`src/rtl/fifo_package.sv`:
```
// +----------------------------------------------------------------------------
// | fifo_package: shared parity-FIFO constants and arbiter state encoding.
// | Rev 1.0
// +----------------------------------------------------------------------------
`default_nettype none

package fifo_package;
  localparam int    WIDTH             = 32;
  localparam int    DATA_WIDTH        = WIDTH + 1;
  localparam string PARITY_BIT        = "MSB";
  localparam string PARITY_TYPE       = "EVEN";
  localparam int    N_REQ_DEFAULT     = 4;
  localparam int    MAX_BURST_DEFAULT = 4;

  typedef enum logic [0:0] {
    IDLE = 1'b0,
    XFER = 1'b1
  } arb_state_t;
endpackage

`default_nettype wire

```
`src/rtl/fifo_wr_arbiter_if.sv`:
```
// +----------------------------------------------------------------------------
// | fifo_wr_arbiter_if: producer request bus plus FIFO write port.
// | Rev 1.0
// +----------------------------------------------------------------------------
`default_nettype none

interface fifo_wr_arbiter_if
  import fifo_package::*;
#(
  parameter int N_REQ      = N_REQ_DEFAULT,
  parameter int WIDTH      = fifo_package::WIDTH,
  parameter int DATA_WIDTH = fifo_package::DATA_WIDTH
);
  localparam int GW = $clog2(N_REQ);

  logic [N_REQ-1:0]       req_valid;
  logic [N_REQ*WIDTH-1:0] req_data;
  logic [N_REQ-1:0]       req_last;
  logic [N_REQ-1:0]       req_ready;
  logic                   fifo_full;
  logic                   fifo_wr_en;
  logic [DATA_WIDTH-1:0]  fifo_wr_data;
  logic [GW-1:0]          grant_id;
  logic                   busy;

  modport master (
    input  req_valid, req_data, req_last, fifo_full,
    output req_ready, fifo_wr_en, fifo_wr_data, grant_id, busy
  );

  modport slave (
    output req_valid, req_data, req_last, fifo_full,
    input  req_ready, fifo_wr_en, fifo_wr_data, grant_id, busy
  );
endinterface

`default_nettype wire

```
`src/rtl/parity_encoder.sv`:
```
// +----------------------------------------------------------------------------
// | parity_encoder: appends an even/odd parity bit at the MSB or LSB.
// | Rev 1.0
// +----------------------------------------------------------------------------
`default_nettype none

module parity_encoder
  import fifo_package::*;
#(
  parameter int    WIDTH       = fifo_package::WIDTH,
  parameter int    DATA_WIDTH  = fifo_package::DATA_WIDTH,
  parameter string PARITY_BIT  = fifo_package::PARITY_BIT,
  parameter string PARITY_TYPE = fifo_package::PARITY_TYPE
) (
  input  wire logic [WIDTH-1:0]      i_payload,
  output logic      [DATA_WIDTH-1:0] o_word
);
  logic w_parity;

  assign w_parity = (PARITY_TYPE == "ODD") ? ~^i_payload : ^i_payload;

  generate
    if (PARITY_BIT == "LSB") begin : g_lsb
      assign o_word = {i_payload, w_parity};
    end else begin : g_msb
      assign o_word = {w_parity, i_payload};
    end
  endgenerate
endmodule

`default_nettype wire

```
`src/rtl/fifo_wr_arbiter.sv`:
```
// +----------------------------------------------------------------------------
// | fifo_wr_arbiter: round-robin burst arbiter onto one parity FIFO write port.
// | Rev 1.0
// +----------------------------------------------------------------------------
`default_nettype none

module fifo_wr_arbiter
  import fifo_package::*;
#(
  parameter int    N_REQ       = N_REQ_DEFAULT,
  parameter int    MAX_BURST   = MAX_BURST_DEFAULT,
  parameter int    WIDTH       = fifo_package::WIDTH,
  parameter int    DATA_WIDTH  = fifo_package::DATA_WIDTH,
  parameter string PARITY_BIT  = fifo_package::PARITY_BIT,
  parameter string PARITY_TYPE = fifo_package::PARITY_TYPE
) (
  input wire logic          clk,
  input wire logic          rst,
  fifo_wr_arbiter_if.master bus
);
  localparam int GW = $clog2(N_REQ);
  localparam int BW = $clog2(MAX_BURST + 1);

  arb_state_t      r_state;
  logic [GW-1:0]   r_rr_ptr;
  logic [GW-1:0]   r_grant_id;
  logic [BW-1:0]   r_beat_cnt;

  logic [WIDTH-1:0]      w_payloads [N_REQ];
  logic [WIDTH-1:0]      w_payload;
  logic [DATA_WIDTH-1:0] w_word;
  logic                  w_fire;
  logic                  w_burst_end;
  logic [GW-1:0]         w_next_ptr;
  logic                  w_found;
  logic [GW-1:0]         w_sel;
  logic [GW-1:0]         w_idx;

  generate
    for (genvar gi = 0; gi < N_REQ; gi++) begin : g_unpack
      assign w_payloads[gi] = bus.req_data[gi*WIDTH +: WIDTH];
    end
  endgenerate

  assign w_payload   = w_payloads[r_grant_id];
  assign w_fire      = (r_state == XFER) && bus.req_valid[r_grant_id] && !bus.fifo_full;
  assign w_burst_end = w_fire && (bus.req_last[r_grant_id] ||
                                  (r_beat_cnt == BW'(MAX_BURST - 1)));
  assign w_next_ptr  = (r_grant_id == GW'(N_REQ - 1)) ? '0 : r_grant_id + 1'b1;

  // First valid requester at or after the round-robin pointer, wrapping.
  always_comb begin
    w_found = 1'b0;
    w_sel   = '0;
    w_idx   = '0;
    for (int k = 0; k < N_REQ; k++) begin
      w_idx = GW'((int'(r_rr_ptr) + k) % N_REQ);
      if (!w_found && bus.req_valid[w_idx]) begin
        w_found = 1'b1;
        w_sel   = w_idx;
      end
    end
  end

  parity_encoder #(
    .WIDTH       (WIDTH),
    .DATA_WIDTH  (DATA_WIDTH),
    .PARITY_BIT  (PARITY_BIT),
    .PARITY_TYPE (PARITY_TYPE)
  ) u_parity_encoder (
    .i_payload (w_payload),
    .o_word    (w_word)
  );

  always_comb begin
    bus.req_ready = '0;
    if (r_state == XFER && !bus.fifo_full) begin
      bus.req_ready[r_grant_id] = 1'b1;
    end
  end

  assign bus.fifo_wr_en   = w_fire;
  assign bus.fifo_wr_data = w_fire ? w_word : '0;
  assign bus.grant_id     = r_grant_id;
  assign bus.busy         = (r_state == XFER);

  always_ff @(posedge clk or posedge rst) begin
    if (rst) begin
      r_state    <= IDLE;
      r_rr_ptr   <= '0;
      r_grant_id <= '0;
      r_beat_cnt <= '0;
    end else begin
      case (r_state)
        IDLE: begin
          if (w_found) begin
            r_grant_id <= w_sel;
            r_beat_cnt <= '0;
            r_state    <= XFER;
          end
        end
        XFER: begin
          if (w_fire) begin
            r_beat_cnt <= r_beat_cnt + 1'b1;
            if (w_burst_end) begin
              r_state  <= IDLE;
              r_rr_ptr <= w_next_ptr;
            end
          end
        end
        default: r_state <= IDLE;
      endcase
    end
  end
endmodule

`default_nettype wire

```
`src/flat_wrapper.sv`:
```
// flat-port wrapper written by rule: the top's interface ports become plain ports
module fifo_wr_arbiter_flat import fifo_package::*;
#(
  parameter int    N_REQ       = N_REQ_DEFAULT,
  parameter int    MAX_BURST   = MAX_BURST_DEFAULT,
  parameter int    WIDTH       = fifo_package::WIDTH,
  parameter int    DATA_WIDTH  = fifo_package::DATA_WIDTH,
  parameter string PARITY_BIT  = fifo_package::PARITY_BIT,
  parameter string PARITY_TYPE = fifo_package::PARITY_TYPE
)
  (clk, rst, bus_req_valid, bus_req_data, bus_req_last, bus_fifo_full, bus_req_ready, bus_fifo_wr_en, bus_fifo_wr_data, bus_grant_id, bus_busy);
  fifo_wr_arbiter_if #(.N_REQ(N_REQ), .WIDTH(WIDTH), .DATA_WIDTH(DATA_WIDTH)) bus_i ();
  input wire logic clk;
  input wire logic rst;
  input wire logic [$bits(bus_i.req_valid)-1:0] bus_req_valid;
  input wire logic [$bits(bus_i.req_data)-1:0] bus_req_data;
  input wire logic [$bits(bus_i.req_last)-1:0] bus_req_last;
  input wire logic [$bits(bus_i.fifo_full)-1:0] bus_fifo_full;
  output wire logic [$bits(bus_i.req_ready)-1:0] bus_req_ready;
  output wire logic [$bits(bus_i.fifo_wr_en)-1:0] bus_fifo_wr_en;
  output wire logic [$bits(bus_i.fifo_wr_data)-1:0] bus_fifo_wr_data;
  output wire logic [$bits(bus_i.grant_id)-1:0] bus_grant_id;
  output wire logic [$bits(bus_i.busy)-1:0] bus_busy;
  assign bus_i.req_valid = bus_req_valid;
  assign bus_i.req_data = bus_req_data;
  assign bus_i.req_last = bus_req_last;
  assign bus_i.fifo_full = bus_fifo_full;
  assign bus_req_ready = bus_i.req_ready;
  assign bus_fifo_wr_en = bus_i.fifo_wr_en;
  assign bus_fifo_wr_data = bus_i.fifo_wr_data;
  assign bus_grant_id = bus_i.grant_id;
  assign bus_busy = bus_i.busy;
  fifo_wr_arbiter #(.N_REQ(N_REQ), .MAX_BURST(MAX_BURST), .WIDTH(WIDTH), .DATA_WIDTH(DATA_WIDTH), .PARITY_BIT(PARITY_BIT), .PARITY_TYPE(PARITY_TYPE)) u_core (.clk(clk), .rst(rst), .bus(bus_i));
endmodule
```
`config.mk`:
```
export PLATFORM = sky130hd
export DESIGN_NAME = fifo_wr_arbiter_flat
export DESIGN_NICKNAME = d
export VERILOG_FILES = /design/src/rtl/fifo_package.sv /design/src/rtl/fifo_wr_arbiter_if.sv /design/src/rtl/parity_encoder.sv /design/src/rtl/fifo_wr_arbiter.sv /design/src/flat_wrapper.sv
export SDC_FILE = /design/constraint.sdc
export NUM_CORES = 1
export LEC_CHECK = 0
export CAP_MARGIN = 20
export CORE_MARGIN = 4
export CORE_UTILIZATION = 31
export DETAILED_ROUTE_END_ITERATION = 10
export GPL_ROUTABILITY_DRIVEN = 0
export PLACE_DENSITY_LB_ADDON = 0.1
export SYNTH_ARGS = -nofsm -noshare
export SYNTH_HDL_FRONTEND = slang
export SYNTH_SLANG_ARGS = --single-unit
```
`constraint.sdc`:
```
create_clock -name clk -period 3.5 [get_ports clk]
set_input_delay 0.7 -clock clk [delete_from_list [all_inputs] [get_ports clk]]
set_output_delay 0.7 -clock clk [all_outputs]
set_load 0.05 [all_outputs]
```
# [After elaboration in Yosys (flattened, before gate mapping)]
# Index checks and enable logic that the tools add are counted.
# W data, S select, Z words.
[word_totals] wordCells=74 output_inout_bits=41 inputBits=139 mem_count=0 mem_bits_ro=0 ram_bits=0 register_bits=8 latchBits=0
[op_classes] magnitude_cmp=7 n_bitwise=2 div_mod_pow=0 n_mux=35 n_eq_ne=4 addsub=5 n_reduce_logical=17 multipliers=0 shifts=0
[op_table] op="$bmux W32 S2" count=1
[op_table] op="$mux W32" count=2
[op_table] op="$mux W33" count=1
[op_table] op="$reduce_xor A32 Y1" count=1
[op_table] op="$lt A2 B3 Y1 const B" count=5
[op_table] op="$mux W1" count=14
[op_table] op="$bmux W1 S2" count=6
[op_table] op="$mux W2" count=5
[op_table] op="$logic_and A1 B1 Y1" count=8
[op_table] op="$mux W3" count=2
[op_table] op="$pmux W3 S2" count=1
[op_table] op="$add A2 B1 Y2 const B" count=2
[op_table] op="$add A2 B2 Y2 const B" count=2
[op_table] op="$logic_not A1 Y1" count=4
[op_table] op="$mux W4" count=1
[op_table] op="$reduce_and A2 Y1" count=2
[op_table] op="$add A3 B1 Y3 const B" count=1
[op_table] op="$eq A3 B2 Y1 const B" count=1
[op_table] op="$ge A3 B3 Y1 const B" count=1
[op_table] op="$not A2 Y3" count=1
[op_table] op="$reduce_and A3 Y1" count=1
[op_table] op="$demux W1 S2" count=1
[op_table] op="$eq A2 B2 Y1 const B" count=1
[op_table] op="$ge A2 B1 Y1 const B" count=1
[op_table] op="other kinds (5)" count=5

# [Longest topological paths before layout]
# Gate-level depths: netlist (run 1).
[logic_depth] word_depth=14 depth_mapped=9 mapped_depth_nobuf=7

# [By module]
# A second synthesis (run 1) with hierarchy kept.
[hier_totals] cells_unflattened=206 hier_area_um2=2113.3
[modules_own_cells] mod="fifo_wr_arbiter" area_each_um2=1594.0 cells_per_inst=142 seq_area_each_um2=200.2 instances=1
[modules_own_cells] mod="parity_encoder" area_each_um2=519.2 cells_per_inst=64 seq_area_each_um2=0.0 instances=1

# [Least setup slack after synthesis (run 1)]
# Ideal clock, no wire load.
[synth_timing] path_kind="flip-flop to output port" startpoint="register u_core.r_grant_id[0] (netlist: u_core.bus.grant_id[0])" endpoint="output bus_fifo_wr_data[32]" n_path_buf=2 path_slack_ns=-0.181 stages_incl_launch_ff=10 t_arrival_ns=2.981 required_ns=2.800 cell_sequence="dfrtp_1 -> buf_6 -> buf_4 -> mux4_2 -> xnor2_1 -> xnor2_1 -> xnor2_1 -> xnor2_1 -> xnor2_1 -> nor2_1"
[synth_via] elab_chain_cells=6
[synth_rtl] element="start, declared" line="fifo_wr_arbiter.sv:26" text="logic [GW-1:0] r_grant_id;"
[synth_rtl] element="start signal, assigned" line="fifo_wr_arbiter.sv:97" text="r_grant_id <= w_sel;"
[synth_rtl] element="$not A2 Y3 (not written as such)" line="fifo_wr_arbiter.sv:45" text="assign w_payload = w_payloads[r_grant_id];"
[synth_rtl] element="$bmux W32 S2" line="fifo_wr_arbiter.sv:45"
[synth_rtl] element="$mux W32 (not written as such) (2 in a row)" line="fifo_wr_arbiter.sv:45"
[synth_rtl] element="$reduce_xor A32 Y1" line="parity_encoder.sv:20" text="assign w_parity = (PARITY_TYPE == \"ODD\") ? ~^i_payload : ^i_payload;"
[synth_rtl] element="$mux W33 *" line="fifo_wr_arbiter.sv:83" text="assign bus.fifo_wr_data = w_fire ? w_word : '0;"
[synth_rtl] element="end, declared" line="flat_wrapper.sv:21" text="output wire logic [$bits(bus_i.fifo_wr_data)-1:0] bus_fifo_wr_data;"
# Mark *: on every way between the ends. The rest lies on a longest branch, timed or not. The select of a mux whose other input is x is not followed.

# [Worst setup path in the final report (run 1)]
[layout_timing] startpoint="input bus_req_data[41]" endpoint="output bus_fifo_wr_data[32]"
[layout_via] elab_chain_cells=5
[layout_rtl] element="start, declared" line="flat_wrapper.sv:16" text="input wire logic [$bits(bus_i.req_data)-1:0] bus_req_data;"
[layout_rtl] element="$bmux W32 S2" line="fifo_wr_arbiter.sv:45"
[layout_rtl] element="$mux W32 (not written as such) (2 in a row)" line="fifo_wr_arbiter.sv:45"
[layout_rtl] element="$reduce_xor A32 Y1" line="parity_encoder.sv:20"
[layout_rtl] element="$mux W33" line="fifo_wr_arbiter.sv:83"
# No other way between the ends. The select of a mux whose other input is x is not followed.

==> results of run 1 <==
-- cell usage after synthesis --
cell type	count	area [um^2]
inv_1	9	33.8
o221ai_1	1	8.76
mux2_2	1	11.3
buf_6	1	11.3
o31ai_1	1	7.51
buf_4	1	7.51
a21boi_0	1	7.51
and2_1	4	25.0
o21ai_0	5	25.0
and3_1	32	200
nor4_1	1	6.26
nand3_1	3	15.0
o22ai_1	2	12.5
nor2_1	4	15.0
xnor2_1	27	236
buf_12	2	40.0
ha_1	6	75.1
xor2_1	4	35.0
buf_2	4	20.0
nand2_1	9	33.8
clkbuf_1	7	26.3
or2_2	1	6.26
a21oi_1	2	10.0
mux4_2	23	518
dfrtp_1	8	200
mux4_1	11	289
-- registers in the layout (all words and copies together), names as in the netlist --
name / count
u_core.r_rr_ptr: 2
u_core.bus.busy: 1
u_core.r_beat_cnt: 3
u_core.bus.grant_id: 2
-- final timing paths --
kind,startpoint,to,cells after the start
worst max-delay path,bus_req_data[41],bus_fifo_wr_data[32],9
worst min-delay path,u_core.r_beat_cnt[1],u_core.r_beat_cnt[1],2
worst max register to register,u_core.bus.grant_id[0],u_core.r_rr_ptr[1],7
worst min register to register,u_core.r_beat_cnt[1],u_core.r_beat_cnt[1],2
max in group asynchronous,rst,u_core.bus.grant_id[0],2
min in group asynchronous,rst,u_core.r_beat_cnt[0],2
-- metal layers --
layer / global-route usage / vias to the layer above
li1: - / 1002
met1: 0.269 / 1069
met2: 0.428 / 111
met3: 0.0423 / 7
met4: 0.0288 / 0
met5: 0 / -
-- area by class of cell --
cell class / count / share of cell area
Multi-Input combinational cell: 138 / 0.371
Clock buffer: 4 / 0.0102
Sequential cell: 8 / 0.0457
Timing Repair Buffer: 188 / 0.544
Tap cell: 75 / 0.0213
Inverter: 9 / 0.00766
-- power breakdown --
group	switching [W]	internal, W	total [W]	leakage, nW
Clock	0.0000408	0.0000793	0.000120	0.0228
Combinational	0.00180	0.00180	0.00359	2.43
Sequential	0.0000416	0.000134	0.000176	0.0972
Total	0.00188	0.00201	0.00389	2.55
-- kinds of logic after synthesis --
kind of cell    count (synthesis)  synth area share
buf+inv                        24            0.0740
compound gates                 12            0.0380
fa+ha+maj                       6            0.0400
mux                            35             0.436
simple gates                   54             0.161
xor+xnor                       31             0.145
flops                           8             0.107
-- tightest hold or removal path: cells and delay by family, from the launching register on --
family	cells	cell delay (ps)
simple gates	2	140
flops	1	340
-- per-stage QoR --
| stage | hold WS [ps] | instance area, um^2 |
|---|---|---|
| after floorplan | 467 | 1880 |
| after global placement | 484 | 4070 |
| after detailed placement | 508 | 4070 |
| after CTS | 518 | 4090 |
| after global routing | 549 | 4410 |
| final | 511 | 4410 |
-- repair_timing --
action / in CTS / in global routing
cloned: 0 / 1
setup buffers: 0 / 2
pin swaps: 20 / 25
gates resized for setup: 58 / 99
setup endpoints to repair: 1 / 1
==> flow_metrics.py, run 1 <==
metrics = {
    "sta": {
        "fmax_mhz": 294,
        "fin_skew_ps": 3.30,
        "finalMaxSlewViolations": 0,
        "rsz0062_at_grt": "no",
        "finalCriticalPeriod_ps": 3400,
        "worstMarginPinSlew_ps": 524,
        "hold_viol": 0,
        "setup_viol": 0,
        "setup_tns_ps": 0,
        "relSlewSlack": 0.649,
        "fin_crit_sh": 0.970,
        "fin_ws_ps": 104,
    },
    "yosys": {
        "synth_nets": 315,
        "syn_area_um2": 1880,
        "synth_cell_type_count": 26,
        "synthCells": 170,
        "yosys_register_bits": 8,
        "yosysWarnings": 0,
        "syn_avg_cell_area_um2": 11.0,
        "seq_area_frac_synth": 0.107,
    },
    "global_routing": {
        "grt_pass1_wl_um": 12900,
        "grt_antenna_before_repair": 0,
        "grt_overflow_total": 0,
        "grt_pass1_vias": 2360,
        "grt_max_degree": 34,
        "grt_usage": 0.225,
    },
    "cells_and_area": {
        "fillCellCount": 412,
        "antennaDiodeCount": 0,
        "layout_commonest_cell": "dlymetal6s2s_1",
        "area_delta_synth_final_pct": 135,
        "final_cell_mix": "dlymetal6s2s_1 (82), dlygate4sd2_1 (43), buf_12 (37)",
        "multi_input_area_um2": 1640,
        "regArea_um2": 201,
        "fin_nets": 493,
        "final_core_util": 0.750,
        "layout-drive-gt1-share": 0.303,
        "final-instance-count-excl-fill": 422,
    },
    "setup_path": {
        "critical_path_class": "input pin to output port",
        "arrival_ps": 2700,
        "startpoint_type": "input pin",
        "r2r_setup_slack_ps": 820,
        "crit_chain": "clkdlybuf4s50_1 -> mux4_2 -> xor2_1 -> xnor2_1 -> xnor2_1 -> xnor2_1 -> xnor2_1 -> nor2_2 -> buf_12",
        "cp_slowest_cell": "mux4_2",
        "critPathBufInv": 2,
        "critPathRequiredTime_ps": 2800,
        "path_common_cell": "xnor2_1",
        "critPathMaxFanout": 2,
        "crit_path_max_incr_delay_ps": 480,
        "cp_top_family": "XOR/XNOR gates",
        "cp-end-kind": "output port",
    },
    "route": {
        "wl_met3_um": 662,
        "routed_via_density": 5.19,
        "drc": 0,
        "wl_per_cell_um": 21.0,
        "via_count": 2189,
        "topRoutingLayerUsed": "met4",
        "wl_met2_um": 4860,
        "drtIter0Drc": 79,
        "ant_nets": 0,
        "routed_wl_um": 8840,
        "route.layer.met1.wl_um": 3270,
        "drt-pass1-iter-count": 6,
    },
    "clock_network": {
        "numCtsBuffers": 3,
        "tritoncts": "done",
        "clock_latency_ps": 240,
        "clockBufferDepth": 2,
        "hold_buffers": 0,
        "clk_pin_slew_ps": 40,
        "cts_htree_levels": 1,
        "cts_sinks": 8,
        "cts.root.buffer_cell": "clkbuf_8",
    },
    "run_status": {
        "status": "completed",
    },
    "placement": {
        "dp_hpwl_um": 7090,
        "dp_cells": 415,
        "io_buffer_count": 179,
        "dpl_worst_slack_ps": -85.8,
    },
    "floorplanning": {
        "core_um2": 5890,
        "die_w_um": 85.8,
        "initial_core_util": 0.319,
        "rows": 28,
        "die-area_um2": 7360,
        "io-pin-count": 180,
        "die_y_um": 85.8,
    },
    "job": {
        "maxCapViolations": 0,
    },
    "power": {
        "power_w": 0.00389,
        "powerDensity_nw_per_um2": 881,
        "power.leakage_nw": 2.55,
        "vdd_ir_drop_max_mv": 0.878,
    },
    "hold_path": {
        "hp-class": "flip-flop to flip-flop",
    },
}
Note: power is estimated with default switching activity, not from simulation.
==> inputs of run 2 (changes only) <==
CTS_CLUSTER_DIAMETER = 120   (was unset)
==> results of run 2 <==
The final DEF is identical to that of run 1; final timing and power are the same.
==> inputs of run 3 (changes only) <==
==> constraint.sdc (replaced) <==
create_clock -name clk -period 3.5 [get_ports clk]
set_input_delay 1.05 -clock clk [delete_from_list [all_inputs] [get_ports clk]]
set_output_delay 1.05 -clock clk [all_outputs]
set_load 0.05 [all_outputs]
==> run 3 against run 2 <==
  * The run now ends with negative setup slack left
  * Critical path depth stayed put
  * Clock skew up 2.6 ps
  * Count of clock-buffer cells in the layout unchanged
  * Sequential power about the same
  * Clock power down 5%
  * Cell count grew 2.4%
  * Non-clock buffer count rose by 10
  * Critical path type unchanged
  * Highest routed layer unchanged
==> flow_metrics.py, run 3 (synthesis results as in run 1) <==
metrics = {
    "run_status": {
        "status": "complete, but fails checks",
        "violations": "negative setup slack",
    },
    "sta": {
        "hold_viol": 0,
        "fin_skew_ps": 5.91,
        "worstMarginPinSlew_ps": 494,
        "fmax_mhz": 257,
        "relSlewSlack": 0.669,
        "fin_crit_sh": 1.11,
        "setup_viol": 1,
        "worst_hold_slack_ps": 506,
        "rsz0062_at_grt": "yes",
        "finalCriticalPeriod_ps": 3880,
        "finalMaxSlewViolations": 0,
        "fin_ws_ps": -385,
    },
    "power": {
        "powerDensity_nw_per_um2": 1050,
        "power.leakage_nw": 1.74,
        "vdd_ir_drop_max_mv": 0.842,
    },
    "clock_network": {
        "cts.root.buffer_cell": "clkbuf_8",
        "tritoncts": "done",
        "numCtsBuffers": 3,
        "clockBufferDepth": 2,
        "clk_pin_slew_ps": 40,
        "hold_buffers": 0,
        "clock_latency_ps": 230,
        "cts_sinks": 8,
        "cts_htree_levels": 1,
    },
    "global_routing": {
        "grt_pass1_wl_um": 11800,
        "grt_pass1_vias": 2339,
        "grt_overflow_total": 0,
        "grt_antenna_before_repair": 0,
        "grt_usage": 0.202,
        "met1_usage": 0.238,
        "grt_busiest_layer": "met2",
        "grt_use_met2": 0.387,
        "grt_max_degree": 23,
        "met3_usage": 0.0327,
    },
    "placement": {
        "dp_hpwl_um": 6610,
        "io_buffer_count": 179,
        "dp_cells": 426,
        "place_area_um2": 3770,
    },
    "cells_and_area": {
        "final-instance-count-excl-fill": 432,
        "antennaDiodeCount": 0,
        "layout-drive-gt1-share": 0.571,
        "final_cell_mix": "buf_2 (79), buf_4 (46), clkdlybuf4s15_1 (37)",
        "final_core_util": 0.602,
        "largest_register_ffs": 3,
        "layout_commonest_cell": "buf_2",
        "regMostFlops": "u_core.r_beat_cnt",
        "finalInstanceArea_um2": 3540,
        "area_delta_synth_final_pct": 88.8,
        "fillCellCount": 539,
        "fin_nets": 503,
    },
    "setup_path": {
        "r2r_setup_slack_ps": 1120,
        "startpoint_type": "input pin",
        "critical_path_class": "input pin to output port",
        "reg2reg_to": "u_core.r_rr_ptr[1]",
        "crit_start": "bus_req_data[88]",
        "critPathRequiredTime_ps": 2450,
        "endpoint": "bus_fifo_wr_data[32]",
        "arrival_ps": 2830,
        "cp-end-kind": "output port",
        "ff2ff_path_depth": 8,
        "r2r-start": "u_core.bus.grant_id[0]",
        "critPathMaxFanout": 2,
    },
    "route": {
        "via_count": 2136,
        "routed_wl_um": 7720,
        "drc": 0,
        "wl_per_cell_um": 17.9,
        "drtIter0Drc": 75,
        "routed_via_density": 4.94,
        "drt-pass1-iter-count": 4,
        "ant_nets": 0,
    },
    "floorplanning": {
        "die_w_um": 85.8,
        "rows": 28,
        "io-pin-count": 180,
        "die-area_um2": 7360,
        "core_um2": 5890,
        "initial_core_util": 0.319,
        "die_y_um": 85.8,
    },
    "hold_path": {
        "hp-class": "flip-flop to flip-flop",
        "holdCritStartpoint": "u_core.r_beat_cnt[2]",
    },
    "job": {
        "maxCapViolations": 0,
    },
}
==> run 3: worst min path at each step <==
stage / endpoint / cells past startpoint / slack (ps)
2_1_floorplan: u_core.r_beat_cnt[0] / 1 / 470
3_3_place_gp: u_core.r_beat_cnt[2] / 2 / 490
3_5_place_dp: u_core.r_beat_cnt[0] / 1 / 490
4_1_cts: u_core.r_beat_cnt[0] / 1 / 500
5_1_grt: u_core.r_beat_cnt[2] / 2 / 530
6_report: u_core.r_beat_cnt[2] / 2 / 510
==> run 3: worst max-delay path, stage by stage <==
cell	delay, ps
dlygate4sd2_1	220
mux4_2	510
xnor2_2	160
xnor2_1	170
xnor2_1	150
xnor2_1	180
xnor2_2	120
nor2_4	120
buf_12	140
==> run 3: layout make-up <==
class | instances | area [um^2] | share of cell area
sequential | 8 | 201 | 0.0569
clock buffer | 4 | 45.0 | 0.0127
tap | 75 | 93.8 | 0.0265
multi-input combinational | 138 | 1630 | 0.459
inverter | 9 | 33.8 | 0.00953
timing repair buffer | 198 | 1540 | 0.435
==> run 3: power breakdown <==
part,switching [W],internal (W)
Combinational,0.00179,0.00163
Clock,0.0000351,0.0000788
Sequential,0.0000403,0.000134
==> run 3: what timing repair did <==
item / CTS / global route
setup buffers: 1 / 0
resized for setup: 360 / 8
cloned: 1 / 0
setup endpoints to repair: 34 / 13
pin swaps: 32 / 1
==> run 3: routing by layer <==
metal,routed length [um],vias up
met5,0,-
met4,147,0
met3,568,12
met2,4110,97
met1,2900,1006
li1,-,1021
==> run 3: per-stage QoR <==
step	setup TNS, ps	total power, W	setup WS, ps
after CTS	-404	0.00376	-404
final	-385	0.00371	-385
after floorplan	-123	0.00244	-123
after global routing	-458	0.00392	-458
after detailed placement	-4760	0.00329	-746
after global placement	-4520	0.00327	-784
